## config.mk

```make
export PLATFORM = sky130hd
export DESIGN_NAME = spram_arbiter
export DESIGN_NICKNAME = d
export VERILOG_FILES = /design/src/rtl/spram_ctrl_pkg.sv /design/src/rtl/spram_rr_pick.sv /design/src/rtl/spram_arbiter.sv
export SDC_FILE = /design/constraint.sdc
export NUM_CORES = 1
export LEC_CHECK = 0
export ABC_AREA = 1
export CAP_MARGIN = 5
export CORE_MARGIN = 3
export CORE_UTILIZATION = 38
export DETAILED_ROUTE_END_ITERATION = 16
export GPL_ROUTABILITY_DRIVEN = 0
export PLACE_DENSITY = 0.85
export SETUP_SLACK_MARGIN = 0.15
export SKIP_LAST_GASP = 1
export SLEW_MARGIN = 20
export SYNTH_ARGS = -nofsm -noshare
export SYNTH_HDL_FRONTEND = slang
export SYNTH_HIERARCHICAL = 1
export SYNTH_SLANG_ARGS = --single-unit
```

## constraint.sdc

```tcl
create_clock -name CLK -period 3.4 [get_ports CLK]
set_clock_uncertainty 0.1 [all_clocks]
set_input_delay 0.34 -clock CLK [delete_from_list [all_inputs] [get_ports CLK]]
set_output_delay 0.34 -clock CLK [all_outputs]
set_load 0.1 [all_outputs]
```

## src/rtl/spram_ctrl_pkg.sv

```systemverilog
// Shared encodings and widths for the single-port SPRAM arbiter.
// Read-tag layout travels with each read through the SPRAM latency pipeline.
package spram_ctrl_pkg;

    localparam int ADDR_W = 14;
    localparam int DATA_W = 16;
    localparam int MASK_W = 4;

    localparam logic [1:0] ST_RUN   = 2'd0;
    localparam logic [1:0] ST_SLEEP = 2'd1;
    localparam logic [1:0] ST_WAKE  = 2'd2;

    typedef struct packed {
        logic vld;
        logic port;
    } rd_tag_t;

endpackage

```

## src/rtl/spram_rr_pick.sv

```systemverilog
// Two-way round-robin picker: a lone requester wins, on contention the port
// that did not win last time is chosen.
module spram_rr_pick (
    input  logic [1:0] req,
    input  logic       last,
    output logic [1:0] gnt
);

    always_comb begin
        gnt = 2'b00;
        if (req[0] && (!req[1] || last)) begin
            gnt[0] = 1'b1;
        end else if (req[1]) begin
            gnt[1] = 1'b1;
        end
    end

endmodule

```

## src/rtl/spram_arbiter.sv

```systemverilog
// Two-port round-robin front end for one SB_SPRAM256KA with fixed 3-cycle
// read latency and idle-driven SLEEP / on-demand wake.
module spram_arbiter
    import spram_ctrl_pkg::*;
#(
    parameter int SLEEP_IDLE  = 256,
    parameter int WAKE_CYCLES = 4
) (
    input  logic              CLK,
    input  logic              RST,
    input  logic              req0,
    input  logic              req1,
    input  logic              we0,
    input  logic              we1,
    input  logic [ADDR_W-1:0] addr0,
    input  logic [ADDR_W-1:0] addr1,
    input  logic [DATA_W-1:0] wdata0,
    input  logic [DATA_W-1:0] wdata1,
    input  logic [MASK_W-1:0] mask0,
    input  logic [MASK_W-1:0] mask1,
    output logic              gnt0,
    output logic              gnt1,
    output logic              rvalid0,
    output logic              rvalid1,
    output logic [DATA_W-1:0] rdata0,
    output logic [DATA_W-1:0] rdata1,
    output logic              busy,
    output logic [ADDR_W-1:0] spram_addr,
    output logic [DATA_W-1:0] spram_din,
    output logic [MASK_W-1:0] spram_mask,
    output logic              spram_wren,
    output logic              spram_cs,
    output logic              spram_sleep,
    input  logic [DATA_W-1:0] spram_dout
);

    localparam int CNT_MAX = (SLEEP_IDLE > WAKE_CYCLES) ? SLEEP_IDLE : WAKE_CYCLES;
    localparam int CNT_W   = $clog2(CNT_MAX + 1);

    logic [1:0]        state_q, state_d;
    logic              last_q, last_d;
    logic [CNT_W-1:0]  cnt_q, cnt_d;
    rd_tag_t           tag_p0_q, tag_p0_d, tag_p1_q, tag_p1_d;
    logic [ADDR_W-1:0] addr_q, addr_d;
    logic [DATA_W-1:0] din_q, din_d;
    logic [MASK_W-1:0] mask_q, mask_d;
    logic              wren_q, wren_d;
    logic              cs_q, cs_d;
    logic              rvalid0_q, rvalid0_d, rvalid1_q, rvalid1_d;
    logic [DATA_W-1:0] rdata0_q, rdata0_d, rdata1_q, rdata1_d;

    logic [1:0]        pick;
    logic [1:0]        gnt;
    logic              run;
    logic              any_req;
    logic              pipe_busy;
    logic              win;
    logic              we_w;
    logic [MASK_W-1:0] mask_w;

    spram_rr_pick u_pick (
        .req  ({req1, req0}),
        .last (last_q),
        .gnt  (pick)
    );

    // Grants are suppressed while RST is high so every output reads 0 in reset.
    assign run       = (state_q == ST_RUN) && !RST;
    assign gnt       = run ? pick : 2'b00;
    assign any_req   = req0 | req1;
    assign pipe_busy = tag_p0_q.vld | tag_p1_q.vld;
    assign win       = gnt[1];
    assign we_w      = win ? we1 : we0;
    assign mask_w    = win ? mask1 : mask0;

    always_comb begin
        state_d = state_q;
        cnt_d   = cnt_q;
        case (state_q)
            ST_RUN: begin
                if (any_req || pipe_busy || SLEEP_IDLE == 0) begin
                    cnt_d = '0;
                end else if (int'(cnt_q) == SLEEP_IDLE - 1) begin
                    state_d = ST_SLEEP;
                    cnt_d   = '0;
                end else begin
                    cnt_d = cnt_q + 1'b1;
                end
            end
            ST_SLEEP: begin
                cnt_d = '0;
                if (any_req) begin
                    state_d = ST_WAKE;
                end
            end
            ST_WAKE: begin
                if (int'(cnt_q) >= WAKE_CYCLES - 1) begin
                    state_d = ST_RUN;
                    cnt_d   = '0;
                end else begin
                    cnt_d = cnt_q + 1'b1;
                end
            end
            default: begin
                state_d = ST_RUN;
                cnt_d   = '0;
            end
        endcase
    end

    always_comb begin
        last_d        = last_q;
        addr_d        = addr_q;
        din_d         = din_q;
        mask_d        = '0;
        wren_d        = 1'b0;
        cs_d          = 1'b0;
        tag_p0_d      = '0;
        if (|gnt) begin
            last_d        = win;
            addr_d        = win ? addr1 : addr0;
            din_d         = win ? wdata1 : wdata0;
            mask_d        = we_w ? mask_w : '0;
            wren_d        = we_w;
            cs_d          = 1'b1;
            tag_p0_d.vld  = !we_w;
            tag_p0_d.port = win;
        end
        tag_p1_d = tag_p0_q;
    end

    // DATAOUT is valid while the tag sits in the second stage.
    always_comb begin
        rvalid0_d = tag_p1_q.vld && !tag_p1_q.port;
        rvalid1_d = tag_p1_q.vld && tag_p1_q.port;
        rdata0_d  = rvalid0_d ? spram_dout : rdata0_q;
        rdata1_d  = rvalid1_d ? spram_dout : rdata1_q;
    end

    always_ff @(posedge CLK or posedge RST) begin
        if (RST) begin
            state_q   <= ST_RUN;
            last_q    <= 1'b1;
            cnt_q     <= '0;
            tag_p0_q  <= '0;
            tag_p1_q  <= '0;
            addr_q    <= '0;
            din_q     <= '0;
            mask_q    <= '0;
            wren_q    <= 1'b0;
            cs_q      <= 1'b0;
            rvalid0_q <= 1'b0;
            rvalid1_q <= 1'b0;
            rdata0_q  <= '0;
            rdata1_q  <= '0;
        end else begin
            state_q   <= state_d;
            last_q    <= last_d;
            cnt_q     <= cnt_d;
            tag_p0_q  <= tag_p0_d;
            tag_p1_q  <= tag_p1_d;
            addr_q    <= addr_d;
            din_q     <= din_d;
            mask_q    <= mask_d;
            wren_q    <= wren_d;
            cs_q      <= cs_d;
            rvalid0_q <= rvalid0_d;
            rvalid1_q <= rvalid1_d;
            rdata0_q  <= rdata0_d;
            rdata1_q  <= rdata1_d;
        end
    end

    assign gnt0        = gnt[0];
    assign gnt1        = gnt[1];
    assign rvalid0     = rvalid0_q;
    assign rvalid1     = rvalid1_q;
    assign rdata0      = rdata0_q;
    assign rdata1      = rdata1_q;
    assign busy        = (state_q == ST_WAKE) | pipe_busy;
    assign spram_addr  = addr_q;
    assign spram_din   = din_q;
    assign spram_mask  = mask_q;
    assign spram_wren  = wren_q;
    assign spram_cs    = cs_q;
    assign spram_sleep = (state_q == ST_SLEEP);

endmodule

```

==> results of run 1 <==
[area by class of cell]
class                   count  area (sq um)
multi-input cells         275          1290
well taps                 129           161
flip-flops and latches     86          2150
repair buffers            165          1660
fillers                   776          3770
inverters                  72           279
clock buffers              10           138
clock inverters             6          43.8
[flip-flops by register name (all words and copies together) (netlist names)]
| signal | cells |
|---|---|
| spram_addr | 14 |
| rvalid0 | 1 |
| tag_p0_q | 2 |
| spram_din | 16 |
| rdata0 | 16 |
| spram_wren | 1 |
| last_q | 1 |
| state_q | 2 |
| rdata1 | 16 |
| spram_mask | 4 |
| rvalid1 | 1 |
| tag_p1_q | 2 |
| spram_cs | 1 |
| cnt_q | 9 |
[power by group]
part	internal, uW	leakage, uW	switching (uW)
registers	1240	0.00106	130
logic	559	0.00166	1960
clock network	291	0.0000935	371
total	2090	0.00281	2460
[layer usage]
layer	vias to the layer above	part of all wire
li1	1718	-
met1	1563	0.41
met2	129	0.51
met3	10	0.072
met4	0	0.0095
met5	-	0
[per-stage QoR]
stage / instances / cell area [sq um] / worst slack [ns] / total power (uW) / util
floorplan: 453 / 3830 / 0.393 / 3250 / -
global placement: 727 / 5550 / 0.865 / 3890 / 0.584
detailed placement: 727 / 5550 / 0.774 / 3920 / 0.584
CTS: 743 / 5730 / 0.956 / 4600 / 0.603
global route: 743 / 5730 / 0.878 / 4740 / 0.603
finish: 743 / 5730 / 1.01 / 4550 / 0.603
[Yosys cell counts]
cell type and count:
nand2_1 133, dfrtp_1 85, o21ai_0 81, inv_1 70
nor2_1 19, clkbuf_1 11, o21ai_1 11, nand3_1 6
a21oi_1 5, buf_2 5, ha_1 3, clkbuf_2 2
nand3_4 2, nand4_1 2, a21boi_0 1, a21boi_2 1
a21oi_2 1, and2_1 1, buf_6 1, buf_8 1
clkinv_4 1, dfstp_2 1, inv_2 1, nand2_2 1
nand2_4 1, nor2_4 1, nor3_1 1, o211ai_4 1
o21a_1 1, o22ai_1 1, xnor2_1 1, xor2_1 1
[cell usage in the layout (no fill, tap or decap), types with 3 or more instances in the layout]
master and instances:
buf_4 4, inv_6 3, clkbuf_8 10, clkdlybuf4s50_1 159, a21oi_1 5, nand3_1 6
o21ai_1 11, inv_1 69, dfrtp_1 85, nand2_1 133, nor2_1 19, o21ai_0 81
ha_1 3
[logic make-up after synthesis]
logic type,Yosys count
buffers and inverters,92
XOR/XNOR,2
adder cells (fa/ha/maj),3
flip-flops,86
AND/OR/NAND/NOR,167
AO/OA/AOI/OAI,103
[path summary, 6_finish.rpt]
| path | slack, ns | cells past startpoint | startpoint | end |
|---|---|---|---|---|
| worst max-delay path | 1.01 | 5 | RST | gnt1 |
| min in group CLK | 0.27 | 0 | tag_p0_q[0]$_DFF_PP0_ | tag_p1_q[0]$_DFF_PP0_ |
| worst min register to register | 0.27 | 0 | tag_p0_q[0]$_DFF_PP0_ | tag_p1_q[0]$_DFF_PP0_ |
| max in group asynchronous | 1.78 | 3 | RST | cnt_q[1]$_DFF_PP0_ |
| worst min-delay path | 0.22 | 2 | RST | spram_mask[3]$_DFF_PP0_ |
| worst max register to register | 1.41 | 11 | cnt_q[0]$_DFF_PP0_ | cnt_q[5]$_DFF_PP0_ |
==> results.txt, run 1 <==
The run finished with clean final reports. STA puts the critical path data arrival time at 1.95 ns. A synthesized cell averages 8.44 sq um. By area the synthesized netlist is led by dfrtp_1 (56%), nand2_1 (13%), o21ai_0 (11%), inv_1 (6.9%), nor2_1 (1.9%). met2 is the most crowded layer.

The run gives 0 as the final setup violation count. STA classifies the critical path endpoint as an output port. The power density over cell area works out to 795 nW/um^2. The dominant combinational cell family by area after synthesis was simple AND/OR/NAND/NOR gates. The multiplexer share of the synthesized area is 0, and the routed wire length is 9.85 mm. The clock-pin slew on the worst setup and hold paths is 0.09 ns, and the number of buffers inserted by port buffering is 163. The all-layer global routing usage is 0.175, and the number of cells upsized or downsized after cts is 0. The routed layout has 3420 vias. The leakage dissipation was 0.00281 uW. The met3 track demand over resource in global routing is 0.0407. The number of core rows was 35. The worst setup path is launched from an input port.

The first global-routing pass estimated 16.2 mm of wire. The area added between synthesis and finish is 49.9%, and the proportion of layout cells with a drive suffix above 1 is 0.0554. For the final routed database, the setup TNS stands at 0 ns. The post-detailed-route via-to-cell ratio was 4.60; the width of the die was 106 um. TritonCTS built the clock tree. The slowest stage of the critical path belongs to the cell clkdlybuf4s50_1.

Counting every net in the synthesized netlist gives 546. The xor-xnor portion of the synthesized cell area came out at 0.00458. Clock root buffer: clkbuf_8. The total area inside the core boundary comes to 9500 sq um.

The first-pass detailed-route iteration total was 4; the top-area cell type share of the netlist area was 0.556. The met1 layer usage reported by global route was 0.208. Summed over all layers, the global routing overflow is 0. Setup repair after global routing left no endpoint under its margin. After layout, the minimum clock period comes to 2.39 ns. The largest single stage delay on the critical path is 0.50 ns. The worst-case IR drop observed on VDD is 0.466 mV.

For this design, the CTS-stage hold fixing added 0 buffers. The die height was 106 um. The effective utilization at floorplan was 0.402. The tightest min-delay check is of the in -> async type. The signal on the critical path passes through clkdlybuf4s50_1 -> clkinvlp_4 -> nand3_4 -> clkinv_4 -> buf_12. The tools report the Yosys warning count as 6. The logs give 9 for the TritonCTS buffer count and 3485 for the via count of the first global-routing pass. Critical setup path kind: in -> out. After the first detailed-routing iteration, the DRC count stood at 127. The H-tree was split into 3 levels. The final max-slew violation count was 0; the normalized max-slew margin was 0.325.

The pin slew with the least headroom to its limit is 1.01 ns. The synthesized instance count is 453. The logs give 0 for the initial antenna violation count and 0.34 ns for the insertion delay to the later sink of the worst-skew pair. Derived from the worst setup path, the maximum achievable clock frequency is 418 MHz. Counting both buffers and inverters, the worst setup path holds a total of 4. Dividing the detail-routed wire length by the instance count gives 13.3 um.

The logs give 76 for the largest net degree at the start of global routing and 164 for the I/O pin count. The maximum fanout count along the critical path is 30, and the post-detailed-route count of antenna-violating nets is 0. For the net total in the final layout, the log shows 702.

In this run, synthesis produced a sequential element count of 86. 0 antenna diodes ended up in the layout. Across the run, the number of max-cap violations was 0.

Global-route met2 utilization: 0.322. The cell family with the largest share of critical-path delay is buffers and inverters. The synthesized-area fraction occupied by adder cells was 0.00982. The logs give 0.563 for the fraction of the yosys area taken by sequential cells and 0.225 ns for the worst hold-check slack. The run gives 0 as the count of unresolved DRC violations after routing.

The number of post-CTS setup repair buffers came out at 0. The count of endpoints failing hold in the final timing report is 0, and the share of the synthesized area in compound gates (AO/OA/AOI/OAI) is 0.143. The post-synthesis cell area is 3820 sq um, and the ratio of final minimum period to clock period is 0.703. Clock sink count: 86. The number of different library cells used by synthesis comes to 32. The largest area contributor in the netlist was dfrtp_1. The die covers 11300 sq um. Maximum root-to-sink buffer count: 2.

Data on the critical path is required at its endpoint by 2.96 ns. The simple-gate share of the synthesized area was 0.180; the HPWL after detailed placement was 7.44 mm.
Power figures use the tool's default switching activity.
==> run 2, diff against run 1 <==
clock period = 2.1 ns   (was 3.4 ns; I/O delays follow)
==> run 2 against run 1 <==
  * Critical path depth unchanged
  * Via count increased by 3.5%
  * Final cell count increased by 1.9%
  * Setup slack got worse by 0.80 ns
  * Clock power increased by 65%
  * Sequential power increased by 63%
  * Core utilization increased by 0.36 points
  * Worst hold slack improved by 0.047 ns
  * Register-to-register slack got worse by 1.1 ns
  * Critical path type is now reg -> out
  * Largest cell class unchanged
==> results.txt, run 2 (same netlist as run 1, synthesis figures left out) <==
The run finished with clean final reports. For the post-route non-filler standard cell count, the log shows 757 (+1.9%). The detailed-route via count is 3540 (+3.5%). The type of destination of the critical path was an output port. The run gives 0.00297 uW (+5.6%) as the leakage dissipation. The tools report the kind of launch point of the worst setup path as a flop. The pin slew with the least headroom to its limit is 0.821 ns (-0.188 ns), and the largest net degree at the start of global routing is 68 (-11%). Leaving out fill and tap cells, the most frequent cell in the layout is nand2_1. The number of logic stages on the critical path including buffering is 5 (unchanged), and the per-cell routed wire length is 13.5 um (+1.9%). Fraction of power spent switching nets: 0.552 (+0.0117). The worst hold-check slack is 0.271 ns (+0.0468 ns), and the all-layer global routing usage is 0.183 (+0.00788).

The startpoint identified for the worst register-to-register timing path is cnt_q[0]$_DFF_PP0_. The logs give 1.79 ns (-1.17 ns) for the data required time at the worst endpoint and 0 (unchanged) for the count of unresolved DRC violations after routing. The count of endpoints failing hold in the final timing report was 0 (unchanged); the internal reg-to-reg setup slack was 0.30 ns (-1.11 ns). The effective utilization at floorplan is 0.402 (unchanged). The worst setup path is of the reg -> out kind. The internal power contribution was 3290 uW (+57%).

The logs give 0 (unchanged) for the overflow left after global routing and 0.546 (-0.007) for the relative contribution of combinational cells to total power. The cell count of the worst reg-to-reg path was 10 (-1). The post-detailed-route count of antenna-violating nets is 0 (unchanged), and the placeable core region is 9500 sq um (unchanged).

Cell family with the largest share of critical-path delay: flip-flops. The tools report the share of total power in sequential cells as 0.304 (+0.002). The number of core rows was 35 (unchanged); the normalized max-slew margin was 0.452 (+0.127).

The final max-slew violation count is 0 (unchanged). The final critical path time including I/O delays and setup was 1.89 ns. The global-route wire length before repair was 16.6 mm (+2.3%); the placement-stage worst setup slack was 0.0756 ns (-0.699 ns). The run gives 1.58 ns (-0.37 ns) as the signal arrival time at the worst endpoint. The critical path's slowest cell is dfstp_2. The logs give 0 (unchanged) for the initial antenna violation count and 0 (unchanged) for the max-cap check violation count. The final worst setup slack was 0.214 ns (-0.796 ns); the number of buffer and inverter instances along the worst setup path was 3 (-1).

The clock sink count is 86 (unchanged), and the first-pass detailed-route iteration total is 5 (+1). The clock-pin slew on the worst setup and hold paths is 0.09 ns (about the same). The floorplan die area is 11300 sq um (unchanged).

The critical path goes through inv_1 -> a21oi_4 -> nand3_4 -> inv_1 -> buf_12. The post-cts hold buffer count was 0 (unchanged). The path class of the tightest hold or removal check is reg -> reg. The maximum fanout count along the critical path is 3 (-90%), and the final setup TNS is 0 ns (unchanged). The power density over cell area works out to 1270 nW/um^2 (+60%). The post-detailed-route via-to-cell ratio is 4.68 (+1.6%), and the peak supply drop is 0.874 mV (+88%). The cell sitting at the root of the clock tree is a clkbuf_8. The TritonCTS buffer count was 9 (unchanged); the final setup violation count was 0 (unchanged). Leaving out fill and tap cells, the most frequent cells in the layout are nand2_1 (129), clkdlybuf4s50_1 (89), dfrtp_1 (85), buf_4 (83), inv_1 (69).

The number of violations reported at the end of detailed-routing iteration 0 was 187 (+47%); the width of the die was 106 um (unchanged). The critical path startpoint was last_q$_DFFE_PP1P_. The share of power burned in the clock network was 0.149 (+0.004); the number of buffers inserted by port buffering was 163 (unchanged). Power dissipated by switching net loads: 4050 uW (+64%).

The die height is 106 um (unchanged), and the insertion delay to the later sink of the worst-skew pair is 0.34 ns (about the same). Setup repair after global routing left no endpoint under its margin. In this design, the critical path's most frequently occurring cell is inv_1. The endpoint of the most critical setup path is gnt0. The I/O pin count was 164 (unchanged); the net total in the final layout was 716 (+2.0%). The count of inserted antenna diode cells was 0 (unchanged). The tools report the endpoint of the worst-slack reg-to-reg timing path as cnt_q[1]$_DFF_PP0_. The run gives 0.606 (+0.00355) as the share of the core filled with cells.

Number of cells after detailed placement: 732 (+0.69%). Largest stage delay on the critical path: 0.57 ns (+0.07 ns). The routed wire length is 10.2 mm (+3.8%), and the ratio of final minimum period to clock period is 0.898. The proportion of layout cells with a drive suffix above 1 is 0.202 (+0.147).

TritonCTS built the clock tree. Via count of the first global-routing pass: 3434 (-1.5%). H-tree depth: 3 (unchanged). The maximum operating frequency came out at 530 MHz.

From synthesis to final layout, the design area changed by 50.7%. The HPWL after detailed placement was 7.47 mm (+0.34%); the maximum root-to-sink buffer count was 2 (unchanged).
-- run 2: routing by layer --
metal,track usage,share of wire,vias up
met1,0.221,0.40,1634
li1,-,-,1753
met4,0.0564,0.011,0
met5,0,0,-
met2,0.327,0.51,145
met3,0.0370,0.078,8
-- run 2: worst min path at each step --
| stage | cells after the start | startpoint | slack [ns] | end |
|---|---|---|---|---|
| after floorplan | 0 | tag_p0_q[0]$_DFF_PP0_ | 0.23 | tag_p1_q[0]$_DFF_PP0_ |
| after global placement | 0 | tag_p0_q[0]$_DFF_PP0_ | 0.26 | tag_p1_q[0]$_DFF_PP0_ |
| after detailed placement | 0 | tag_p0_q[1]$_DFF_PP0_ | 0.26 | tag_p1_q[1]$_DFF_PP0_ |
| after CTS | 0 | tag_p0_q[0]$_DFF_PP0_ | 0.28 | tag_p1_q[0]$_DFF_PP0_ |
| after global routing | 0 | tag_p0_q[0]$_DFF_PP0_ | 0.28 | tag_p1_q[0]$_DFF_PP0_ |
| final | 0 | tag_p0_q[0]$_DFF_PP0_ | 0.27 | tag_p1_q[0]$_DFF_PP0_ |
-- run 2: area by class of cell --
cell class / count / area [sq um]
Tap cell: 129 / 161
Clock buffer: 9 / 124
Multi-Input combinational cell: 276 / 1340
Clock inverter: 7 / 63.8
Timing Repair Buffer: 178 / 1620
Fill cell: 822 / 3740
Inverter: 72 / 303
Sequential cell: 86 / 2150
-- run 2: power by group through the flow --
| stage | Combinational (uW) | Clock [uW] | Sequential, uW |
|---|---|---|---|
| after global placement | 3960 | 0 | 2240 |
| after floorplan | 522 | 0 | 4780 |
| after global routing | 4150 | 1200 | 2280 |
| after detailed placement | 4010 | 0 | 2260 |
| after CTS | 4020 | 1130 | 2230 |
| final | 4010 | 1090 | 2230 |
-- run 2: what timing repair did --
action | in CTS | in global routing
pin swaps | 4 | 2
gates cloned | 1 | 0
gates resized for setup | 2 | 6
endpoints found under the setup margin | 5 | 12
setup buffers | 5 | 3
-- run 2: stage by stage --
stage | instance area [sq um] | total power [uW]
after floorplan | 3940 | 5310
after global placement | 5480 | 6200
after detailed placement | 5480 | 6260
after CTS | 5720 | 7390
after global routing | 5760 | 7630
final | 5760 | 7330
==> run 3, diff against run 2 <==
CORE_ASPECT_RATIO = 1.25   (was unset)
==> run 3 against run 2 <==
  * Sequential share of layout area down 0.70 points
  * Count of clock-buffer cells in the layout is 1 higher
  * Worst hold slack got worse by 0.22 ns
  * Wire length decreased by 1.3%
  * Via count fell by 0.37%
  * Global-route usage hardly changed
  * Non-clock buffer count unchanged
  * Maximum frequency is 1.9% higher
  * Cell area grew 1.9%
  * Largest power group unchanged
==> results.txt, run 3 (same netlist as run 1, synthesis figures left out) <==
The flow ran to the end, and the final reports show no timing, DRC or antenna violations. The logs give 0 (unchanged) for the overflow left after global routing and 0 (unchanged) for the initial antenna violation count. The number of buffers inserted by port buffering works out to 163 (unchanged). Placement-stage worst setup slack: 0.0878 ns (+0.0123 ns). The pin slew with the least headroom to its limit is 0.413 ns (-0.408 ns), and the net total in the final layout is 715 (-0.14%). The post-detailed-route count of antenna-violating nets is 0 (unchanged). The H-tree depth came out at 3 (unchanged). Compared with the post-synthesis result, the final layout area differs by 53.6%.

The final critical path time including I/O delays and setup came out at 1.85 ns (-0.0349 ns). The number of violations reported at the end of detailed-routing iteration 0 was 125 (-33%); the count of endpoints failing hold in the final timing report was 0 (unchanged). The logs give 11300 sq um (about the same) for the floorplan die area and 3790 uW (+15%) for the internal power contribution. The HPWL after detailed placement is 7.59 mm (+1.6%).

The leading cell type in the layout, fill and taps excluded is nand2_1. The maximum fanout count along the critical path was 7 (+4). The post-detailed-route via-to-cell ratio is 4.68 (+0.16%), and the ratio of final minimum period to clock period is 0.882 (-0.0166).

The cell sitting at the root of the clock tree is a clkbuf_16. The I/O pin count is 164 (unchanged), and the largest net degree at the start of global routing is 80 (+18%). Relative contribution of combinational cells to total power: 0.511 (-0.035). Setup repair after global routing left no endpoint under its margin. The tools report the TritonCTS buffer count as 9 (unchanged). The first-pass detailed-route iteration total was 4 (-1); the clock-pin slew on the worst setup and hold paths was 0.06 ns (-0.03 ns).

TritonCTS built the clock tree. The final setup violation count was 0 (unchanged); the post-cts hold buffer count was 0 (unchanged). The critical setup path kind was reg -> reg. Kind of launch point of the worst setup path: a flop.

The power density over cell area works out to 1330 nW/um^2 (+4.8%). The tools report the type of destination of the critical path as a flop. The routed wire length was 10.1 mm (-1.3%); the leakage dissipation was 0.00301 uW (+1.2%).

The top cell types in the final layout, fill and taps aside, are nand2_1 (129), clkdlybuf4s50_1 (89), dfrtp_1 (85), buf_4 (85), inv_1 (68). The placeable core region is 9710 sq um (+2.2%), and the fraction of power spent switching nets is 0.516 (-0.0356). The signal arrival time at the worst endpoint was 1.97 ns (+0.39 ns). The via count of the first global-routing pass is 3558 (+3.6%). The power dissipated by switching net loads was 4040 uW (about the same). The detailed-route via count was 3527 (-0.37%).

Number of cells after detailed placement: 731 (-0.14%). The maximum operating frequency was 540 MHz (+1.9%). The clock sink count came out at 86 (unchanged). The insertion delay to the later sink of the worst-skew pair was 0.33 ns (about the same); the count of unresolved DRC violations after routing was 0 (unchanged). The per-cell routed wire length is 13.4 um (-0.81%). For the final max-slew violation count, the log shows 0 (unchanged). The maximum root-to-sink buffer count came out at 2 (unchanged). The all-layer global routing usage is 0.183 (about the same). The tools report the count of inserted antenna diode cells as 0 (unchanged). The die height came out at 118 um (+11%). Data required time at the worst endpoint: 2.22 ns (+0.43 ns). The global-route wire length before repair was 16.2 mm (-2.3%); the share of total power in sequential cells was 0.285 (-0.019).

The peak supply drop is 0.532 mV (-39%). The width of the die came out at 95.7 um (-10%). The tools report the share of the core filled with cells as 0.605 (-0.00155).

The post-route non-filler standard cell count was 753 (-0.53%). The share of power burned in the clock network is 0.204 (+0.055), and the proportion of layout cells with a drive suffix above 1 is 0.201 (-0.00127). The run gives 0 (unchanged) as the max-cap check violation count. The logs give 40 (+14%) for the number of core rows and 0.249 ns (+0.0349 ns) for the final worst setup slack. The effective utilization at floorplan was 0.394 (-0.00855). The tools report the normalized max-slew margin as 0.724 (+0.272). In this run the worst hold path is classified as in -> async.
-- run 3: cell count changes in the layout (fill, tap and decap cells not counted), sizes merged --
cell | previous run | this run
clkbuf | 9 | 10
bufinv | 0 | 1
clkinv | 2 | 1
clkinvlp | 3 | 5
inv | 74 | 71
nand3 | 9 | 8
-- run 3: layer usage --
metal  GRT usage  vias up  routed length [um]
met1       0.209     1627                3990
met4      0.0498        0                 119
met2       0.320      137                5210
met5           0        -                   0
li1            -     1751                   -
met3      0.0617       12                 771
-- run 3: stage by stage --
step | hold slack (ns) | TNS, ns | instance area [sq um] | power [uW]
6_report | 0.0538 | 0 | 5870 | 7830
3_5_place_dp | 0.252 | 0 | 5490 | 6270
3_3_place_gp | 0.235 | 0 | 5490 | 6210
2_1_floorplan | 0.231 | -18.96 | 3940 | 5310
4_1_cts | 0.0421 | 0 | 5800 | 7900
5_1_grt | 0.0439 | 0 | 5870 | 8160
-- run 3: power groups by stage --
| stage | Clock [uW] | Sequential [uW] | Combinational [uW] |
|---|---|---|---|
| 4_1_cts | 1640 | 2230 | 4020 |
| 2_1_floorplan | 0 | 4780 | 522 |
| 3_3_place_gp | 0 | 2240 | 3960 |
| 5_1_grt | 1720 | 2270 | 4170 |
| 3_5_place_dp | 0 | 2260 | 4020 |
| 6_report | 1590 | 2230 | 4010 |
-- run 3: final timing paths --
kind,from,to,slack (ns),cells past startpoint
worst max-delay path,cnt_q[1]$_DFF_PP0_,cnt_q[5]$_DFF_PP0_,0.25,12
worst min-delay path,RST,cnt_q[1]$_DFF_PP0_,0.05,2
worst max register to register,cnt_q[1]$_DFF_PP0_,cnt_q[5]$_DFF_PP0_,0.25,12
worst min register to register,tag_p0_q[0]$_DFF_PP0_,tag_p1_q[0]$_DFF_PP0_,0.26,0
max in group asynchronous,RST,spram_din[5]$_DFFE_PP0P_,1.21,3
min in group CLK,tag_p0_q[0]$_DFF_PP0_,tag_p1_q[0]$_DFF_PP0_,0.26,0
-- run 3: critical path, cell delays in order, from the launching register on --
cell and delay (ns):
dfrtp_1 0.40, ha_4 0.17, nand3_4 0.09, nor2_4 0.13, nand4_1 0.12, inv_1 0.08
ha_1 0.14, inv_1 0.05, nand4_1 0.08, buf_4 0.15, nand2_1 0.08, nand2_1 0.10
nor2_1 0.04
-- run 3: what timing repair did --
| item | 4_1_cts | 5_1_grt |
|---|---|---|
| pin swaps | 0 | 4 |
| setup endpoints to repair | 3 | 11 |
| setup buffers | 1 | 5 |
| gates resized for setup | 1 | 6 |
-- run 3: cell type report --
| cell class | instances | area (sq um) |
|---|---|---|
| fillers | 825 | 3840 |
| multi-input cells | 275 | 1340 |
| inverters | 72 | 303 |
| flip-flops and latches | 86 | 2150 |
| well taps | 126 | 158 |
| clock inverters | 6 | 68.8 |
| repair buffers | 178 | 1610 |
| clock buffers | 10 | 239 |
==> patch, RTL diff (flow settings as in run 3) <==
`rdata0_q` no longer has a reset.
--- a/src/rtl/spram_arbiter.sv
+++ b/src/rtl/spram_arbiter.sv
@@ -151,7 +151,6 @@
             cs_q      <= 1'b0;
             rvalid0_q <= 1'b0;
             rvalid1_q <= 1'b0;
-            rdata0_q  <= '0;
             rdata1_q  <= '0;
         end else begin
             state_q   <= state_d;
@@ -166,9 +165,12 @@
             cs_q      <= cs_d;
             rvalid0_q <= rvalid0_d;
             rvalid1_q <= rvalid1_d;
-            rdata0_q  <= rdata0_d;
             rdata1_q  <= rdata1_d;
         end
+    end
+
+    always_ff @(posedge CLK) begin
+        rdata0_q <= rdata0_d;
     end
 
     assign gnt0        = gnt[0];
Function: differs if RST is asserted again (counterexample within 4 cycles, from zero or initial values and one cycle with RST high); with RST held inactive, the same outputs for 10 cycles.
==> patch against run 3 <==
Die area barely moved; wire length fell by 4.2%; clock power down 9%; fmax increased by 3.3%; total power is 13% lower; cell count decreased by 5.6%; sequential share of layout area grew 2.3 points; combinational power fell by 20%; worst setup slack better by 0.058 ns; sequential cell count is the same; cell area decreased by 2.3%; synthesized area hardly changed; largest power group unchanged.
==> patch: results (changes against run 3) <==
Placed design
  • Pre-CTS setup slack: 0.0262 ns (-0.0617 ns)
  • DP Wirelength: 7390 µm (-2.6%)

Drt
  • WL/cell: 13.6 µm (+1.4%)
  • Detailed Routing Iterations Pass 1: 4 (unchanged)
  • Initial DRC count: 151 (+21%)
  • Vias: 3372 (-4.4%)

Global routing
  • Largest net degree at the start of global routing: 57 (-29%)
  • Tot GR Track Use: 0.177 (-0.00564)
  • Global-route wire length before repair: 15800 µm (-2.3%)

Layout
  • Share of cells above drive strength 1: 0.222 (+0.0213)
  • NumNets Final: 673 (-5.9%)
  • Fillcell total: 834 (+1.1%)

Timing
  • Slew headroom: 0.530 (-0.195)

Critical path
  • Worst EP arrival: 1.48 ns (-0.49 ns)
  • Crit Path Max Fanout: 6 (-1)
  • FF-to-FF path depth: 8 (-4)
  • CP delay by family, top: buffers and inverters

Pwr
  • Worst vdd ir: 0.000519 V (-2.5%)
  • Leak: 2.89 nW (-4.0%)

Outcome
  • Result of the run: finished, final reports clean

Synth
  • Post-Synth XOR/XNOR Area: 0.00458 (about the same)
  • Dominant cells by area after synthesis: dfrtp_1 (45%), nand2_1 (17%), edfxtp_1 (13%), inv_1 (5.1%), o211ai_2 (4.9%)
  • Yosys cell types: 28 (-13%)
  • Complex-gate fraction of the synthesized area: 0.104 (-0.0393)
  • Synth Area in Adders: 0.00982 (about the same)
  • Fraction of registers with async set/reset: 0.814 (-0.186)
  • Post-Syn Nets: 505 (-7.5%)

Hold path
  • Worst hold path type: flop to flop
-- patch: what timing repair did --
action,4_1_cts,5_1_grt
endpoints found under the setup margin,1,8
gates resized for setup,1,3
pin swaps,1,1
endpoints found under the hold margin,0,0
setup buffers,0,4
-- patch: logic make-up after synthesis --
logic type,count (synthesis)
compound gates,47
xor+xnor,2
simple gates,204
fa+ha+maj,3
buf+inv,70
flops,86
-- patch: routing by layer --
metal | wire [µm] | track usage
met1 | 3570 | 0.202
met2 | 5010 | 0.311
met3 | 865 | 0.0516
met4 | 226 | 0.0614
met5 | 0 | 0
-- patch: per-stage QoR --
step                power (mW)  cells
floorplan                 4.61    412
global placement          5.37    691
detailed placement        5.42    691
CTS                       6.89    707
global route              7.11    711
finish                    6.84    711
-- patch: power by group through the flow --
stage | Sequential [mW] | Combinational [mW] | Clock (mW)
final | 2.16 | 3.22 | 1.45
after global routing | 2.19 | 3.36 | 1.56
after CTS | 2.16 | 3.24 | 1.48
after detailed placement | 2.19 | 3.24 | 0
after global placement | 2.18 | 3.19 | 0
after floorplan | 4.16 | 0.451 | 0
-- patch: path summary, 6_finish.rpt --
check	startpoint	endpoint	slack, ns
worst min register to register	tag_p0_q[0]	tag_p1_q[0]	0.25
worst max register to register	cnt_q[3]	cnt_q[1]	0.34
max in group asynchronous	RST	cnt_q[3]	0.94
worst min-delay path	tag_p0_q[0]	tag_p1_q[0]	0.25
worst max-delay path	req1	gnt1	0.31
min in group asynchronous	RST	spram_addr[0]	0.26
-- patch: area by class of cell --
| class | instances | area share |
|---|---|---|
| multi-input cells | 256 | 0.224 |
| flip-flops and latches | 86 | 0.390 |
| clock inverters | 6 | 0.00829 |
| clock buffers | 10 | 0.0399 |
| inverters | 54 | 0.0367 |
| well taps | 126 | 0.0275 |
| repair buffers | 173 | 0.274 |
